### config.mk
export PLATFORM = sky130hd
export DESIGN_NAME = bcd_multidigit_counter
export DESIGN_NICKNAME = d
export VERILOG_FILES = /design/src/rtl/bcd_multidigit_counter.sv
export SDC_FILE = /design/constraint.sdc
export NUM_CORES = 1
export LEC_CHECK = 0
export ABC_AREA = 1
export ABC_CLOCK_PERIOD_IN_PS = 3000
export CAP_MARGIN = 40
export CORE_MARGIN = 2
export CORE_UTILIZATION = 54
export DETAILED_ROUTE_END_ITERATION = 12
export GPL_TIMING_DRIVEN = 0
export PLACE_DENSITY = 0.88
export SKIP_LAST_GASP = 1
export SYNTH_ARGS = -nofsm -noshare
export SYNTH_HDL_FRONTEND = slang
export SYNTH_SLANG_ARGS = --single-unit
### constraint.sdc
create_clock -name clk -period 3 [get_ports clk]
set_clock_uncertainty 0.15 [all_clocks]
set_input_delay 0.6 -clock clk [delete_from_list [all_inputs] [get_ports clk]]
set_output_delay 0.6 -clock clk [all_outputs]
set_load 0.05 [all_outputs]
### src/rtl/bcd_multidigit_counter.sv
// N-digit synchronous BCD up/down counter with parallel load, freezable
// display register and per-digit 7-segment decode with leading-zero blanking.
module bcd_multidigit_counter #(
    parameter int unsigned N_DIGITS = 4,
    parameter bit          BLANK_LZ = 1'b1
) (
    input  logic                  clk,
    input  logic                  reset,
    input  logic                  en,
    input  logic                  up,
    input  logic                  load,
    input  logic [4*N_DIGITS-1:0] load_val,
    input  logic                  hold,
    output logic [4*N_DIGITS-1:0] count,
    output logic                  tc,
    output logic                  load_err,
    output logic [4*N_DIGITS-1:0] disp,
    output logic [7*N_DIGITS-1:0] seg
);

    localparam int unsigned CW = 4 * N_DIGITS;
    localparam int unsigned SW = 7 * N_DIGITS;

    logic [CW-1:0] count_q, count_d;
    logic [CW-1:0] disp_q, disp_d;
    logic          tc_q, tc_d;
    logic          lerr_q, lerr_d;
    logic          carry;
    logic [3:0]    dig;
    logic          lz;

    function automatic logic [6:0] seg_decode(input logic [3:0] d);
        logic [6:0] s;
        case (d)
            4'd0:    s = 7'b1111110;
            4'd1:    s = 7'b0110000;
            4'd2:    s = 7'b1101101;
            4'd3:    s = 7'b1111001;
            4'd4:    s = 7'b0110011;
            4'd5:    s = 7'b1011011;
            4'd6:    s = 7'b1011111;
            4'd7:    s = 7'b1110000;
            4'd8:    s = 7'b1111111;
            4'd9:    s = 7'b1111011;
            default: s = 7'b0000001;
        endcase
        return s;
    endfunction

    // Next-state: load beats count; carry/borrow ripples through all digits combinationally.
    always_comb begin
        count_d = count_q;
        tc_d    = 1'b0;
        lerr_d  = 1'b0;
        carry   = 1'b1;
        dig     = 4'd0;
        if (load) begin
            for (int i = 0; i < int'(N_DIGITS); i++) begin
                dig = load_val[4*i +: 4];
                if (dig > 4'd9) begin
                    lerr_d              = 1'b1;
                    count_d[4*i +: 4]   = 4'd0;
                end else begin
                    count_d[4*i +: 4]   = dig;
                end
            end
        end else if (en) begin
            for (int i = 0; i < int'(N_DIGITS); i++) begin
                dig = count_q[4*i +: 4];
                if (carry) begin
                    if (up) begin
                        if (dig >= 4'd9) begin
                            count_d[4*i +: 4] = 4'd0;
                        end else begin
                            count_d[4*i +: 4] = dig + 4'd1;
                            carry             = 1'b0;
                        end
                    end else begin
                        if (dig == 4'd0) begin
                            count_d[4*i +: 4] = 4'd9;
                        end else begin
                            count_d[4*i +: 4] = dig - 4'd1;
                            carry             = 1'b0;
                        end
                    end
                end
            end
            // A carry surviving past the top digit means the counter wrapped.
            tc_d = carry;
        end
        disp_d = hold ? disp_q : count_q;
    end

    always_ff @(posedge clk or negedge reset) begin
        if (!reset) begin
            count_q <= '0;
            disp_q  <= '0;
            tc_q    <= 1'b0;
            lerr_q  <= 1'b0;
        end else begin
            count_q <= count_d;
            disp_q  <= disp_d;
            tc_q    <= tc_d;
            lerr_q  <= lerr_d;
        end
    end

    // Segment decode from the display register, blanking zero digits above the highest non-zero one.
    always_comb begin
        seg = SW'(0);
        lz  = 1'b1;
        for (int i = int'(N_DIGITS) - 1; i >= 0; i--) begin
            lz = lz & (disp_q[4*i +: 4] == 4'd0);
            if (BLANK_LZ && (i > 0) && lz) begin
                seg[7*i +: 7] = 7'b0000000;
            end else begin
                seg[7*i +: 7] = seg_decode(disp_q[4*i +: 4]);
            end
        end
    end

    assign count    = count_q;
    assign disp     = disp_q;
    assign tc       = tc_q;
    assign load_err = lerr_q;

endmodule
======== Yosys cells after proc, flatten, opt, wreduce, memory -nomap -nowiden ========
Memory sizes are Yosys's and may differ from the RTL's.
Cells that the tools add are included.
cells by class
  shift operators ......................... 0
  bitwise logic cells ..................... 2
  $mul .................................... 0
  $lt $le $gt $ge ......................... 8
  multiplexer cells ....................... 52
  reduce and logical (&&, ||, !) cells .... 14
  add/sub/neg operators ................... 8
  equal/unequal tests ..................... 0
  divide/modulo/power cells ............... 0
operators with widths
  kind                 count
  $mux 4               19
  $mux 16              2
  $logic_not 4->1      7
  $mux 1               28
  $mux 7               3
  $add 4x1->4 const B  4
  $ge 4x4->1 const B   4
  $gt 4x4->1 const B   4
  $sub 4x1->4 const B  4
  $reduce_bool 2->1    4
  $reduce_and 2->1     3
  $and 1x1->1          2
word-level totals
  latch bits .............................. 0
  bits in registers ....................... 34
  RAM bits ................................ 0
  memories ................................ 4
  bits in read-only memories .............. 448
  output and inout bits ................... 62
  input port bits ......................... 22
memory list
  memory            depth  bits a word  read ports  clocked after memory_dff  write ports  RTL line  RTL
  (name not given)  16     7            1           0                         0            34        case (d)
  (name not given)  16     7            1           0                         0            34
  (name not given)  16     7            1           0                         0            34
  (name not given)  16     7            1           0                         0            34

======== Logic depth before layout (Yosys ltp) ========
Gate-level depths: netlist of run 1.
  depth after elaboration ................. 14
  mapped depth ............................ 12

======== Worst setup path after synthesis of run 1 ========
No wires, ideal clock.
  kind .................................... register to output
  start ................................... register disp_q[1] (netlist: disp[1])
  end ..................................... output seg[5]
  buffers on the path ..................... 0
  cell stages (with the launch flop) ...... 6
  required time ........................... 2.250 ns
  data arrival time ....................... 2.351 ns
  slack ................................... -0.101 ns
  path through ............................ dfrtp_1 -> inv_1 -> ha_1 -> nand2_1 -> inv_1 -> o21ai_0
on the way
  cells in the longest elaborated chain, start to end .. 1
ends and longest elaborated chain
  what                    RTL line  RTL
  from (decl)             25        logic [CW-1:0] disp_q, disp_d;
  from (signal assigned)  102       disp_q <= disp_d;
  $mem_v2 16x7            n/a
  to (decl)               18        output logic [7*N_DIGITS-1:0] seg
No other way between the ends.

======== Worst setup path in the final report of run 1 ========
  start ................................... register disp_q[1] (netlist: disp[1])
  end ..................................... output seg[0]
Same word-level chain as after synthesis.

==> results.cfg, run 1 <==
[run_status]
status = complete, no violations

[synth]
synth_compound_area_share_pct = 13.30
synth_top_family_by_area = simple AND/OR/NAND/NOR gates
ys_ff_latch = 34
synthTopCellsByArea = dfrtp_1, ha_1, nand2_1, nand3_1, o21ai_0
syn-mean-instance-area_um2 = 6.976
synth_warnings = 0
yosysSeqAreaShare_pct = 26.69
synth_flop_cell = dfrtp_1
synthMuxAreaShare_pct = 0
synth.cell_area_mm2 = 0.003188
syn_nets = 516
synthAdderAreaFrac_pct = 14.52
syn_inst = 457
synth_cell_type_count = 37
netlist.area_leader.share_pct = 26.69
synth.most_common_cell = nand2_1
synth_commonest_cells = nand2_1, inv_1, nand3_1
synth-simple-area-share_pct = 33.44
synth-edff-count = 0
synth.largest_area_cell = dfrtp_1
async_flop_share_pct = 100.0
synth-xor-area-share_pct = 2.473

[power_and_ir_drop]
power_mw = 3.517
leakagePower_nw = 2.194
ir_drop_v = 0.0004842
powerDensity_mw_per_mm2 = 843.9

[clock_tree]
cts_tree = built
ctsHoldBuffers = 0
clk_pin_slew_ps = 70
cts.sinks = 34
cts_buffers = 5
clockBufferDepth = 2
cts_root_buffer = clkbuf_8
cts_max_level = 2
insertion_delay_ps = 300

[die]
core_mm2 = 0.005608
dieArea_mm2 = 0.006534
die_h_um = 80.84
die_x_um = 80.84
rows = 27
initial_utilization_pct = 56.85
io-pin-count = 84

[sta]
fin_crit_ps = 2888
slew_headroom_pct = 49.60
hold_viol = 0
slew_violations = 0
tightest_slew_ps = 755.9
rsz0062_at_grt = no
setup-violations-final = 0
setup_ws_ps = 111.8
fin_crit_sh_pct = 96.27
max_freq_ghz = 0.3462

[placed_design]
place_ws_ps = -33.25
port-buffer-count = 81
dpl.hpwl_um = 6433
globalplace.congestion = 0.9082

[finish]
drive_gt1_share_pct = 12.45
nNetsFinal = 604
final_util_pct = 74.32
nFillCells = 440
diodes = 0
syn_to_final_growth_pct = 30.73

[setup_path]
r2r_slack_ps = 980
arrival_ps = 2140
worstRegToRegCells = 10
reg2reg_from = count[8]
rr_endpoint = count[12]
startpoint_type = flip-flop
worst_ep_required_time_ps = 2250
cp_max_fo = 6
cp-end-kind = primary output
crit_type = reg2out
cp-startpoint = disp[1]
endpoint = seg[0]

[grt]
grt_pass1_wl_um = 13450
grt_pass1_vias = 3142
antenna_found_initial = 0
grt_usage_pct = 25.88
grt_max_degree = 35
overflow = 0

[drt]
drt-initial-drc-count = 200
num_vias = 3371
drt-wirelength-per-cell_um = 13.41
drc = 0
postRouteAntennaNets = 0
first_pass_iters = 7
vias_per_cell = 5.455
drt-total-wl_um = 8287

[flow_run]
drv_cap = 0

[min_path]
holdCritPathClass = in2async
[logic make-up after synthesis]
| family | after synthesis |
|---|---|
| AOI/OAI and AO/OA | 76 |
| buffers and inverters | 72 |
| DFF | 34 |
| adders and majority gates | 37 |
| xor gates and xnor gates | 9 |
| and+or+nand+nor | 229 |
[metrics by stage]
step	area (um2)	std cells	TNS (ps)	hold WS (ps)
5_1_grt	4168	618	0	286.6
2_1_floorplan	3188	457	-75.56	154.4
3_5_place_dp	4084	610	-157.8	394.2
4_1_cts	4208	618	-348.2	242.4
3_3_place_gp	4089	610	0	368.4
6_report	4168	618	0	211.6
[sequential cells by signal, indices dropped and copies added (netlist names)]
name      cells
count        16
disp         16
load_err      1
tc            1
[layout make-up]
cell class / count / area [um2] / area share, %
plain buffers: 14 / 85.08 / 2.041
clock buffers: 6 / 82.58 / 1.981
clock inverters: 2 / 60.06 / 1.441
inverters: 58 / 220.2 / 5.284
multi-input cells: 351 / 2036 / 48.84
flip-flops and latches: 34 / 853.3 / 20.47
well taps: 72 / 90.09 / 2.162
repair buffers: 81 / 740.7 / 17.77
[report_power, final]
group,internal (mW),switching [mW]
clock network,0.355,0.181
registers,0.548,0.154
logic,0.661,1.62
total,1.56,1.95
[placed cells by master, fill, tap and decap left out, drive strengths merged, types with 7 or more instances in the layout]
cell type      instances
clkdlybuf4s50         55
o21ai                 46
a21oi                 16
nor2                  37
nand4                  9
nand3                 50
xor2                   7
inv                   58
dfrtp                 34
buf                   12
ha                    37
nand2                125
a31oi                  9
clkbuf                24
[metal layers]
layer  vias up  track usage, %  routed length, um
li1       1668               -                  -
met1      1526           29.92               3275
met2       160           48.10               4190
met3        17           3.444                691
met4         0           10.00                129
met5         -               0                  0
[how the worst min path moves through the flow]
| stage | start | to | slack (ps) | cells after the start |
|---|---|---|---|---|
| final | reset | count[7] | 210 | 1 |
| after global placement | disp[7] | disp[7] | 370 | 2 |
| after CTS | reset | count[13] | 240 | 1 |
| after detailed placement | disp[7] | disp[7] | 390 | 2 |
| after global routing | reset | count[3] | 290 | 1 |
| after floorplan | reset | count[0] | 150 | 0 |
[critical path, cell delays in order (launching register included)]
cell and delay (ps):
dfrtp_1 440, ha_1 200, or2_2 300, o211ai_1 90
clkdlybuf4s50_1 820
[what timing repair did]
item	CTS	global route
endpoints found under the setup margin	19	25
resized for setup	25	44
buffers inserted	0	0
Power figures use the tool's default switching activity.
==> run 2: changes to the inputs <==
- ABC_AREA: 1 -> not set
- CORE_UTILIZATION: 54 -> 53
- PLACE_DENSITY: 0.88 -> 0.87
==> run 2 against run 1 <==
  * Clock power shrank 33%
  * Core utilization shrank 0.088 points
  * Global-route usage up 1.5 points
  * Sequential share of layout area up 0.21 points
  * Largest power group unchanged
  * Via count is 2.1% lower
  * Die area down 0.48%
  * Wire length is 4.0% higher
==> results.cfg, run 2 <==
[run_status]
status = complete, no violations

[drt]
met2_wirelength_um = 4232
drt-initial-drc-count = 213
num_vias = 3299
top_layer = met4
drt-met1-wl_um = 3582
drt-total-wl_um = 8622
vias_per_cell = 5.891
drt-wirelength-per-cell_um = 15.40
first_pass_iters = 5
drc = 0
wl_met3_um = 597
postRouteAntennaNets = 0

[setup_path]
arrival_ps = 2200
critPathSlowestCell = dfrtp_2
cp-end-kind = primary output
cp_cell_sequence = inv_2, ha_1, nand2b_1, nor4_4, a21oi_2, a31oi_4, a21oi_1, clkdlybuf4s15_2
worstRegToRegCells = 8
crit_type = reg2out
cp_max_fo = 5
worst_ep_required_time_ps = 2250
r2r_slack_ps = 460
crit_path_max_incr_delay_ps = 440
startpoint_type = flip-flop

[placed_design]
port-buffer-count = 82
dpl.hpwl_um = 6295
globalplace.congestion = 0.8773
placed_cells = 548

[synth]
syn_inst = 394
synthAdderAreaFrac_pct = 14.87
synth_commonest_cells = o21ai_0, ha_1, inv_1
synthTopCellsByArea = dfrtp_1, ha_1, o21ai_0, a21oi_1, inv_1
ys_ff_latch = 34
synth_flop_cell = dfrtp_1
synth.most_common_cell = o21ai_0
synthMuxAreaShare_pct = 3.296
synth_compound_area_share_pct = 25.00
synth-xor-area-share_pct = 1.125
synth-edff-count = 0
synth-simple-area-share_pct = 20.50
netlist.area_leader.share_pct = 27.33
syn_nets = 453
synth.largest_area_cell = dfrtp_1
syn-mean-instance-area_um2 = 7.901
synth.cell_area_mm2 = 0.003113
async_flop_share_pct = 100.0
yosysSeqAreaShare_pct = 27.33
synth_warnings = 0
synth_cell_type_count = 56
synth_top_family_by_area = compound AO/OA/AOI/OAI gates

[clock_tree]
clockBufferDepth = 2
cts_root_buffer = clkbuf_8
cts_max_level = 2
cts_buffers = 5
cts.sinks = 34
clk_pin_slew_ps = 80
cts_tree = built
insertion_delay_ps = 290

[finish]
fin_cells = 560
drive_gt1_share_pct = 10.04
layout_common_cells = clkdlybuf4s50_1, o21ai_0, nand2_1, ha_1, inv_1
nNetsFinal = 546
syn_to_final_growth_pct = 32.92
diodes = 0
final_common_cell = clkdlybuf4s50_1
final_util_pct = 74.23
nFillCells = 410

[power_and_ir_drop]
swShare_pct = 51.29
p_int_mw = 1.113
ir_drop_v = 0.0002620
power_frac_seq_pct = 25.3
netSwitchingPower_mw = 1.171
power_mw = 2.284
comb_power_share_pct = 59.0
powerDensity_mw_per_mm2 = 552.0
power_frac_clock_pct = 15.7
leakagePower_nw = 1.807

[sta]
fin_crit_sh_pct = 98.44
rsz0062_at_grt = yes
hold_viol = 0
max_freq_ghz = 0.3386
slew_headroom_pct = 48.68
setup-violations-final = 0
slew_violations = 0
fin_crit_ps = 2953
hold_ws_ps = 226.8
tightest_slew_ps = 769.8

[die]
die_h_um = 80.64
die_x_um = 80.64
core_mm2 = 0.005574
initial_utilization_pct = 55.85
dieArea_mm2 = 0.006503
io-pin-count = 84
rows = 27

[grt]
overflow = 0
grt_pass1_vias = 3098
grt_pass1_wl_um = 14000
grt_max_degree = 35
antenna_found_initial = 0
grt_usage_pct = 27.40

[min_path]
holdCritPathClass = in2async

[flow_run]
drv_cap = 0
## run 2: changes by cell type after synthesis, moves of 13 or more
cell	previous run	this run
a21oi_1	13	29
nand3_1	46	15
inv_1	51	37
o22ai_1	0	13
clkbuf_1	4	18
nand2_1	117	36
## run 2: cell type report
type                       instances  area [um2]  area share, %
multi-input combinational        301        2054          49.65
sequential                        34       855.8          20.68
timing repair buffer              86       797.0          19.26
inverter                          37       138.9          3.357
buffer                            22       106.4          2.570
tap                               72       90.09          2.177
clock buffer                       6       82.58          1.996
clock inverter                     2       12.51         0.3024
## run 2: what timing repair did
action | 4_1_cts | 5_1_grt
hold buffers | 0 | 0
pin swaps | 1 | 0
setup buffers | 4 | 0
setup endpoints to repair | 21 | 19
gates cloned | 0 | 0
resized for setup | 41 | 34
## run 2: path summary, 6_finish.rpt
| check | from | endpoint |
|---|---|---|
| worst max-delay path | disp[8] | seg[12] |
| worst min-delay path | reset | load_err |
| worst max register to register | count[8] | count[14] |
| worst min register to register | disp[8] | disp[8] |
| max in group asynchronous | reset | disp[9] |
| min in group clk | disp[8] | disp[8] |
## run 2: cells by family (layout without fill, tap and decap cells)
| logic type | Yosys count | count (layout) |
|---|---|---|
| compound gates | 130 | 130 |
| buf+inv | 59 | 153 |
| flops | 34 | 34 |
| xor+xnor | 4 | 4 |
| simple gates | 120 | 120 |
| fa+ha+maj | 37 | 37 |
| mux | 10 | 10 |
## run 2: metal layers
layer	GRT usage, %	vias to the layer above
li1	-	1577
met1	33.88	1530
met2	48.42	167
met3	4.607	25
met4	8.644	0
met5	0	-
## run 2: power groups by stage
stage	Combinational (mW)	Clock (mW)	Sequential, mW
after CTS	1.35	0.358	0.576
after floorplan	0.779	0	0.733
after global placement	1.34	0	0.581
final	1.35	0.357	0.579
after detailed placement	1.36	0	0.585
after global routing	1.44	0.382	0.588
## run 2: critical path: cells and delay by family, from the launching register on
| family | cells | cell delay [ps] |
|---|---|---|
| AO/OA/AOI/OAI | 3 | 420 |
| AND/OR/NAND/NOR | 2 | 430 |
| flip-flops | 1 | 440 |
| buffers and inverters | 2 | 440 |
| adder cells (fa/ha/maj) | 1 | 180 |
## run 2: stage by stage
stage / setup slack (ps) / instance area (um2) / TNS [ps]
2_1_floorplan: -183.5 / 3119 / -637.9
5_1_grt: -44.83 / 4138 / -73.59
4_1_cts: -2.802 / 4145 / -2.802
3_5_place_dp: -555.9 / 4025 / -3148
3_3_place_gp: -480.9 / 4030 / -2494
6_report: 46.91 / 4138 / 0
